`src/rtl/hazard_pkg.sv`:
```
// hazard_pkg: shared types and constants for the pipeline hazard controller
package hazard_pkg;
  typedef enum logic {RUN, HOLD} state_e;
  localparam logic [4:0] REG_ZERO = 5'd0;
  localparam int CNT_W_DEF = 16;
endpackage

```
`src/rtl/hazard_match.sv`:
```
// hazard_match: one producer/consumer register match, register 0 never matches
module hazard_match
  import hazard_pkg::*;
(
  input  logic       regwrite_i,
  input  logic [4:0] dst_i,
  input  logic [4:0] src_i,
  input  logic       uses_i,
  output logic       match_o
);
  assign match_o = uses_i & regwrite_i & (dst_i != REG_ZERO) & (dst_i == src_i);
endmodule

```
`src/rtl/hazard_controller.sv`:
```
// hazard_controller: ID-stage stall, branch-operand forwarding and IF/ID flush control
module hazard_controller
  import hazard_pkg::*;
#(
  parameter int CNT_W = CNT_W_DEF
) (
  input  logic             clock,
  input  logic             reset,
  input  logic [4:0]       IDRs,
  input  logic [4:0]       IDRt,
  input  logic             IDUsesRs,
  input  logic             IDUsesRt,
  input  logic             IDIsBranch,
  input  logic             IDBranch,
  input  logic             IDJump,
  input  logic             IDEXMemRead,
  input  logic             IDEXRegWrite,
  input  logic [4:0]       IDEXDst,
  input  logic             EXMEMMemRead,
  input  logic             EXMEMRegWrite,
  input  logic [4:0]       EXMEMDst,
  output logic             Hazard,
  output logic             IFIDFlush,
  output logic             forward1,
  output logic             forward2,
  output logic [CNT_W-1:0] StallCount,
  output logic [CNT_W-1:0] FlushCount
);
  state_e           state_q, state_d;
  logic [CNT_W-1:0] stall_q, stall_d, flush_q, flush_d;
  logic             m_ex_rs, m_ex_rt, m_mem_rs, m_mem_rt;
  logic             src_ex, src_mem, load_use, br_alu, br_load_ex, br_load_mem;

  hazard_match u_ex_rs  (.regwrite_i(IDEXRegWrite),  .dst_i(IDEXDst),  .src_i(IDRs), .uses_i(IDUsesRs), .match_o(m_ex_rs));
  hazard_match u_ex_rt  (.regwrite_i(IDEXRegWrite),  .dst_i(IDEXDst),  .src_i(IDRt), .uses_i(IDUsesRt), .match_o(m_ex_rt));
  // MEM matches are kept without the uses gate because forwarding ignores it
  hazard_match u_mem_rs (.regwrite_i(EXMEMRegWrite), .dst_i(EXMEMDst), .src_i(IDRs), .uses_i(1'b1),     .match_o(m_mem_rs));
  hazard_match u_mem_rt (.regwrite_i(EXMEMRegWrite), .dst_i(EXMEMDst), .src_i(IDRt), .uses_i(1'b1),     .match_o(m_mem_rt));

  // hazard classes, stall decision, flush/forward gating and next-state values
  always_comb begin
    src_ex      = m_ex_rs | m_ex_rt;
    src_mem     = (IDUsesRs & m_mem_rs) | (IDUsesRt & m_mem_rt);
    load_use    = IDEXMemRead & src_ex;
    br_alu      = IDIsBranch & src_ex & ~IDEXMemRead;
    br_load_ex  = IDIsBranch & src_ex & IDEXMemRead;
    br_load_mem = IDIsBranch & src_mem & EXMEMMemRead;
    Hazard      = (state_q == HOLD) | load_use | br_alu | br_load_ex | br_load_mem;
    IFIDFlush   = ~Hazard & (IDJump | (IDIsBranch & IDBranch));
    forward1    = IDIsBranch & m_mem_rs & ~EXMEMMemRead & ~Hazard;
    forward2    = IDIsBranch & m_mem_rt & ~EXMEMMemRead & ~Hazard;
    state_d     = (state_q == RUN && br_load_ex) ? HOLD : RUN;
    stall_d     = (Hazard && stall_q != '1) ? stall_q + 1'b1 : stall_q;
    flush_d     = (IFIDFlush && flush_q != '1) ? flush_q + 1'b1 : flush_q;
  end

  // FSM state and saturating activity counters
  always_ff @(posedge clock) begin
    if (reset) begin
      state_q <= RUN;
      stall_q <= '0;
      flush_q <= '0;
    end else begin
      state_q <= state_d;
      stall_q <= stall_d;
      flush_q <= flush_d;
    end
  end

  assign StallCount = stall_q;
  assign FlushCount = flush_q;
endmodule

```
`config.mk`:
```
export PLATFORM = sky130hd
export DESIGN_NAME = hazard_controller
export DESIGN_NICKNAME = d
export VERILOG_FILES = /design/src/rtl/hazard_pkg.sv /design/src/rtl/hazard_match.sv /design/src/rtl/hazard_controller.sv
export SDC_FILE = /design/constraint.sdc
export NUM_CORES = 1
export LEC_CHECK = 0
export CAP_MARGIN = 20
export CORE_MARGIN = 10
export CORE_UTILIZATION = 41
export CTS_CLUSTER_SIZE = 10
export DETAILED_ROUTE_END_ITERATION = 8
export PLACE_DENSITY_LB_ADDON = 0.08
export SLEW_MARGIN = 10
export SYNTH_ARGS = -nofsm -noshare
export SYNTH_HDL_FRONTEND = slang
export SYNTH_SLANG_ARGS = --single-unit
```
`constraint.sdc`:
```
create_clock -name clock -period 2.5 [get_ports clock]
set_input_delay 0.5 -clock clock [delete_from_list [all_inputs] [get_ports clock]]
set_output_delay 0.5 -clock clock [all_outputs]
set_load 0.05 [all_outputs]
```
==> results of run 1 <==
[synth_stat cells (all sizes together)]
cell type  count  area [um^2]
dfxtp         33          661
a21oi         26          141
or4           20          154
o31ai         16          120
nand2         15         56.3
nor2          15         56.3
xor2          12          105
nand3         10         55.1
nand4         10         62.6
xnor2         10         87.6
clkbuf         9         33.8
inv            7         26.3
o21ai          7         35.0
and3           6         37.5
or3            6         37.5
and2           5         31.3
buf            5         31.3
mux2           4         45.0
nor2b          4         25.0
nor3           4         20.0
and4           3         26.3
ha             2         25.0
nand3b         2         15.0
o41ai          2         17.5
a31oi          1         6.26
mux2i          1         10.0
nor4           1         6.26
nor4bb         1         10.0
o2111a         1         11.3
o211ai         1         12.5
o221a          1         20.0
o22ai          1         6.26
o311a          1         10.0
[power by group through the flow]
| stage | logic [uW] | registers [uW] | clock network (uW) |
|---|---|---|---|
| 2_1_floorplan | 83.0 | 568 | 0 |
| 3_3_place_gp | 217 | 549 | 0 |
| 3_5_place_dp | 220 | 550 | 0 |
| 4_1_cts | 214 | 538 | 541 |
| 5_1_grt | 241 | 538 | 562 |
| 6_report | 222 | 538 | 528 |
[worst paths after layout]
path,slack [ns],cells after the start,to,start
max,-0.06,8,IFIDFlush,IDEXDst[1]
min,0.50,2,FlushCount[5],FlushCount[5]
max reg2reg,0.22,8,StallCount[12],StallCount[8]
min reg2reg,0.50,2,FlushCount[5],FlushCount[5]
[state kept, by name, indices dropped and copies added, names as in the netlist]
signal / cells
state_q: 1
StallCount: 16
FlushCount: 16
[layout make-up]
class                      instances  area (um^2)
clock buffer                       7         86.3
timing repair buffer             100          951
inverter                           7         30.0
fill                             420         1580
tap                               67         83.8
clock inverter                     1         30.0
multi-input combinational        189         1300
sequential                        33          661
[routing by layer]
layer / vias to the layer above / GRT usage
li1: 1100 / -
met1: 1014 / 0.160
met2: 70 / 0.235
met3: 14 / 0.0557
met4: 0 / 0.0714
met5: - / 0
[cell families after synthesis]
| kind of cell | Yosys count |
|---|---|
| compound gates | 57 |
| xor+xnor | 22 |
| fa+ha+maj | 2 |
| buf+inv | 21 |
| flops | 33 |
| mux | 5 |
| simple gates | 102 |
[through the flow]
step                      hold WS (ns)  cell area, um^2
after detailed placement         0.483             2950
after global routing             0.524             3140
after global placement           0.475             2950
after CTS                        0.495             3100
after floorplan                  0.583             2020
final                            0.498             3140
[placed cells by master (no fill, tap or decap), types with 7 or more instances in the layout]
| master | instances |
|---|---|
| nor2_1 | 12 |
| xnor2_1 | 10 |
| dlygate4sd2_1 | 11 |
| nand4_1 | 10 |
| dfxtp_1 | 33 |
| a21oi_1 | 23 |
| xor2_1 | 12 |
| clkdlybuf4s50_1 | 42 |
| buf_4 | 31 |
| o21ai_0 | 7 |
| or4_1 | 18 |
| o31ai_1 | 16 |
| nand2_1 | 15 |
| nand3_1 | 9 |
[worst max-delay path, cell delays in order]
cell and delay [ns]:
buf_6 0.09, or4_4 0.54, o221a_4 0.24, a21oi_4 0.14, and2_4 0.18, clkinvlp_4 0.11
nor2_4 0.11, buf_12 0.14
[repair_timing]
item                                    in CTS  in global routing
endpoints found under the setup margin      29                 26
gates resized for setup                     37                 11
pin swaps                                   14                 16
buffers inserted                             5                  2
gates cloned                                 0                  1
==> results.sh, run 1 <==
export IMPL_drt_wirelength_per_cell_um=14.7
export IMPL_final_antenna_net_count=0
export IMPL_htreeDepth=2
export IMPL_power_leakage_uw=0.00114
export IMPL_pin_count=67
export IMPL_vdd_ir_drop_max_v=0.000269
export IMPL_p_switching_uw=318
export IMPL_pre_cts_slack_ns=-0.456
export IMPL_clock_latency_ns=0.29
export IMPL_cp_arrival_ns=2.06
export IMPL_ys_warn_count=0
export IMPL_finClkSkew_ns=0.00671
export IMPL_maxCapViolations=0
export IMPL_highest_signal_layer="met4"
export IMPL_violations="setup timing"
export IMPL_p_sw_frac=0.247
export IMPL_diodes=0
export IMPL_synth_top_family_by_area="simple AND/OR/NAND/NOR gates"
export IMPL_hold_viol_final=0
export IMPL_relSlewSlack=0.661
export IMPL_p_total_uw=1290
export IMPL_cts_hold_buf=0
export IMPL_wl_mm=5.95
export IMPL_syn_inst=242
export IMPL_die_w_um=89.8
export IMPL_synth_compound_area_frac=0.190
export IMPL_fin_crit_sh=1.03
export IMPL_synth_area_um2=2000
export IMPL_grt_pass1_wl_mm=10.0
export IMPL_met2_length_mm=2.84
export IMPL_syn_area_per_cell_um2=8.26
export IMPL_synth_xor_area_share=0.0964
export IMPL_critPathRequiredTime_ns=2.00
export IMPL_internal_power_uw=969
export IMPL_seqPwrFrac=0.418
export IMPL_hpwlAfterDp_mm=4.46
export IMPL_synthMuxAreaShare=0.0276
export IMPL_setup_ws_ns=-0.0633
export IMPL_tightest_slew_ns=0.508
export IMPL_crit_fanout=3
export IMPL_fin_crit_ns=2.56
export IMPL_max_freq_ghz=0.390
export IMPL_grt_use_total=0.144
export IMPL_netlist_cell_type_count=37
export IMPL_start_util=0.423
export IMPL_setup_viol=3
export IMPL_cts_root_buf="clkbuf_8"
export IMPL_nets=369
export IMPL_grt_overflow_total=0
export IMPL_drt_vias_per_instance=5.44
export IMPL_tns_ns=-0.0913
export IMPL_antenna_found_initial=0
export IMPL_synthAdderAreaFrac=0.0125
export IMPL_fp_row_count=25
export IMPL_maxSlewViolCount=0
export IMPL_start_kind="input pin"
export IMPL_yosys_area_share_simple=0.297
export IMPL_dieArea_um2=8070
export IMPL_fp_dieH_um=89.8
export IMPL_pwr_share_clk=0.410
export IMPL_portBuffers=66
export IMPL_ys_ff_latch=33
export IMPL_clock_path_buffers=2
export IMPL_grt_max_degree=34
export IMPL_final_cells=404
export IMPL_drtIter0Drc=86
export IMPL_tritoncts="built"
export IMPL_dp_cells=388
export IMPL_ys_seq_area_frac=0.331
export IMPL_final_util=0.665
export IMPL_power_density_nw_per_um2=410
export IMPL_hold_path_class="reg -> reg"
export IMPL_wl_met1_mm=2.55
export IMPL_cts_sinks=33
export IMPL_grt_pass1_vias=2193
export IMPL_cts_inserted_buffers=5
export IMPL_clkTransAtPathRegs_ns=0.07
export IMPL_drc=0
export IMPL_p_comb_frac=0.172
export IMPL_vias=2198
export IMPL_core_area_um2=4720
export IMPL_wl_met3_um=420
export IMPL_syn_to_final_growth_pct=57.2
export IMPL_crit_path_end_kind="output port"
export IMPL_path_class="in -> out"
export IMPL_layout_drive_gt1_share=0.211
export IMPL_status="complete, but fails checks"
export IMPL_rsz0062_at_grt="yes"
export IMPL_synth_nets=275
export IMPL_gp_congestion=0.883
export IMPL_firstDrtPassIters=4
(Power assumes the default switching activity.)
==> run 2: changes to the inputs <==
SYNTH_HIERARCHICAL = 1   (was unset)
==> run 2 against run 1 <==
Net effect: the flow still finishes with violations (setup timing); non-clock buffer count unchanged; global-route usage up 0.42 points; combinational power is 12% higher; power is 2.1% higher; via count down 2.7%; synthesized area hardly changed; final area rose by 10%; critical path type unchanged; largest cell class unchanged; largest power group unchanged.
==> results.sh, run 2 <==
export IMPL_pin_count=67
export IMPL_seqPwrFrac=0.410
export IMPL_yosys_top_cells_area="dfxtp_1 33%, xnor2_1 17%, nor2_1 6.0%, nor4_1 4.7%, nand3_1 4.0%"
export IMPL_final_cell_mix="38 x clkdlybuf4s50_1, 37 x xnor2_1, 33 x dfxtp_1, 31 x nor2_1, 31 x buf_4"
export IMPL_crit_fanout=3
export IMPL_cts_sinks=33
export IMPL_grt_max_degree=37
export IMPL_drc=0
export IMPL_clock_path_buffers=2
export IMPL_portBuffers=66
export IMPL_final_cell_area_um2=3470
export IMPL_hold_viol_final=0
export IMPL_diodes=0
export IMPL_dieArea_um2=8060
export IMPL_multiInputGateArea_um2=1620
export IMPL_die_w_um=89.8
export IMPL_tritoncts="built"
export IMPL_layout_drive_gt1_share=0.307
export IMPL_drtIter0Drc=63
export IMPL_placed_cell_area_um2=2950
export IMPL_drt_vias_per_instance=5.27
export IMPL_path_class="in -> out"
export IMPL_final_antenna_net_count=0
export IMPL_fin_crit_ns=2.64
export IMPL_pwr_share_clk=0.401
export IMPL_p_switching_uw=336
export IMPL_busiest_layer="met2"
export IMPL_fp_row_count=25
export IMPL_finClkSkew_ns=0.00660
export IMPL_hold_path_class="reg -> reg"
export IMPL_ff_latch_area_um2=661
export IMPL_synthArstFlopShare=0
export IMPL_met1_usage=0.190
export IMPL_grt_use_total=0.149
export IMPL_syn_inst=238
export IMPL_synth_area_um2=2000
export IMPL_firstDrtPassIters=4
export IMPL_power_leakage_uw=0.00116
export IMPL_crit_path_end_kind="output port"
export IMPL_p_sw_frac=0.256
export IMPL_vias=2139
export IMPL_fin_crit_sh=1.06
export IMPL_yosysMostFrequentCell="xnor2_1"
export IMPL_syn_to_final_growth_pct=73.6
export IMPL_final_common_cell="clkdlybuf4s50_1"
export IMPL_relSlewSlack=0.461
export IMPL_ys_ff_latch=33
export IMPL_nets=371
export IMPL_final_util=0.734
export IMPL_violations="setup timing"
export IMPL_drt_wirelength_per_cell_um=15.9
export IMPL_hpwlAfterDp_mm=4.40
export IMPL_grt_overflow_total=0
export IMPL_grt_pass1_wl_mm=10.3
export IMPL_vdd_ir_drop_max_v=0.000293
export IMPL_netlist_cell_type_count=37
export IMPL_critPathRequiredTime_ns=2.00
export IMPL_yosysTopAreaCell="dfxtp_1"
export IMPL_cts_hold_buf=0
export IMPL_maxSlewViolCount=0
export IMPL_syn_area_per_cell_um2=8.39
export IMPL_status="complete, but fails checks"
export IMPL_synthTopCellsByCount="39 x xnor2_1, 33 x dfxtp_1, 32 x nor2_1"
export IMPL_grt_pass1_vias=2096
export IMPL_grtUsageMet2=0.237
export IMPL_slowest_delay_ns=0.51
export IMPL_fp_dieH_um=89.8
export IMPL_internal_power_uw=978
export IMPL_setup_viol=11
export IMPL_clkTransAtPathRegs_ns=0.07
export IMPL_ys_warn_count=6
export IMPL_critical_path_slowest_cell="a2111o_1"
export IMPL_maxCapViolations=0
export IMPL_start_util=0.423
export IMPL_core_area_um2=4720
export IMPL_antenna_found_initial=0
export IMPL_synth_top_area_frac=0.331
export IMPL_p_comb_frac=0.189
export IMPL_cp_arrival_ns=2.14
export IMPL_cts_inserted_buffers=5
export IMPL_wl_mm=6.45
export IMPL_gp_congestion=0.757
export IMPL_use_met3=0.0449
export IMPL_fillers=360
export IMPL_setup_ws_ns=-0.140
export IMPL_htreeDepth=2
export IMPL_rsz0062_at_grt="yes"
export IMPL_tightest_slew_ns=0.802
export IMPL_path_cells="buf_8, nor4_4, o21ai_1, nor3b_2, a22o_1, a2111o_1, clkinvlp_4, buf_12"
export IMPL_cts_root_buf="clkbuf_8"
export IMPL_power_density_nw_per_um2=379
export IMPL_ys_seq_area_frac=0.331
export IMPL_dominantRegCellSynth="dfxtp_1"
export IMPL_synth_edf_count=0
export IMPL_max_freq_ghz=0.379
export IMPL_start_kind="input pin"
export IMPL_clock_latency_ns=0.29
run 2: cell type report:
| cell class | count | share of cell area |
|---|---|---|
| timing repair buffer | 100 | 0.277 |
| sequential | 33 | 0.191 |
| multi-input combinational | 191 | 0.466 |
| clock inverter | 1 | 0.00866 |
| clock buffer | 7 | 0.0249 |
| tap | 67 | 0.0242 |
| inverter | 7 | 0.00866 |
run 2: power by group through the flow:
stage / Combinational [uW] / Sequential, uW / Clock, uW
finish: 249 / 539 / 527
global route: 265 / 540 / 556
CTS: 218 / 539 / 530
detailed placement: 208 / 550 / 0
global placement: 205 / 550 / 0
floorplan: 81.0 / 567 / 0
run 2: worst paths after layout:
| path | slack [ns] | cells past startpoint | from | end |
|---|---|---|---|---|
| setup / recovery | -0.14 | 8 | EXMEMDst[2] | IFIDFlush |
| hold / removal | 0.55 | 2 | StallCount[1] | StallCount[1] |
| setup reg to reg | 0.32 | 8 | StallCount[0] | StallCount[14] |
| hold reg to reg | 0.55 | 2 | StallCount[1] | StallCount[1] |
run 2: critical path, delay by kind of cell:
kind | cells | cell delay, ns
compound gates | 3 | 0.84
buf+inv | 3 | 0.36
simple gates | 2 | 0.44
run 2: logic make-up (layout without fill, tap and decap cells):
| family | Yosys count | count (layout) | share of synthesized area |
|---|---|---|---|
| and+or+nand+nor | 121 | 121 | 0.347 |
| xor gates and xnor gates | 39 | 39 | 0.171 |
| DFF | 33 | 33 | 0.331 |
| AOI/OAI and AO/OA | 24 | 24 | 0.0827 |
| buffers and inverters | 15 | 115 | 0.0376 |
| muxes | 3 | 3 | 0.0163 |
| adders and majority gates | 2 | 2 | 0.0125 |
| other | 1 | 2 | 0.00188 |
run 2: through the flow:
step           hold WS, ns  power [uW]  worst slack (ns)  TNS (ns)  std cells
2_1_floorplan        0.550         648           -0.0376   -0.0627        239
3_3_place_gp         0.522         756            -0.509    -13.67        391
3_5_place_dp         0.530         759            -0.556    -14.66        391
4_1_cts              0.542        1290            -0.130    -0.156        403
5_1_grt              0.582        1360            -0.175     -1.93        406
6_report             0.548        1310            -0.140    -0.602        406
run 2: layer usage:
metal | share of wire | vias up
li1 | - | 1064
met1 | 0.46 | 1008
met2 | 0.49 | 62
met3 | 0.049 | 5
met4 | 0.0059 | 0
met5 | 0 | -
run 2: timing repair:
item	in CTS	in global routing
hold endpoints to repair	0	0
endpoints found under the setup margin	31	28
buffers inserted	4	5
pin swaps	19	28
cloned	0	1
gates resized for setup	74	53
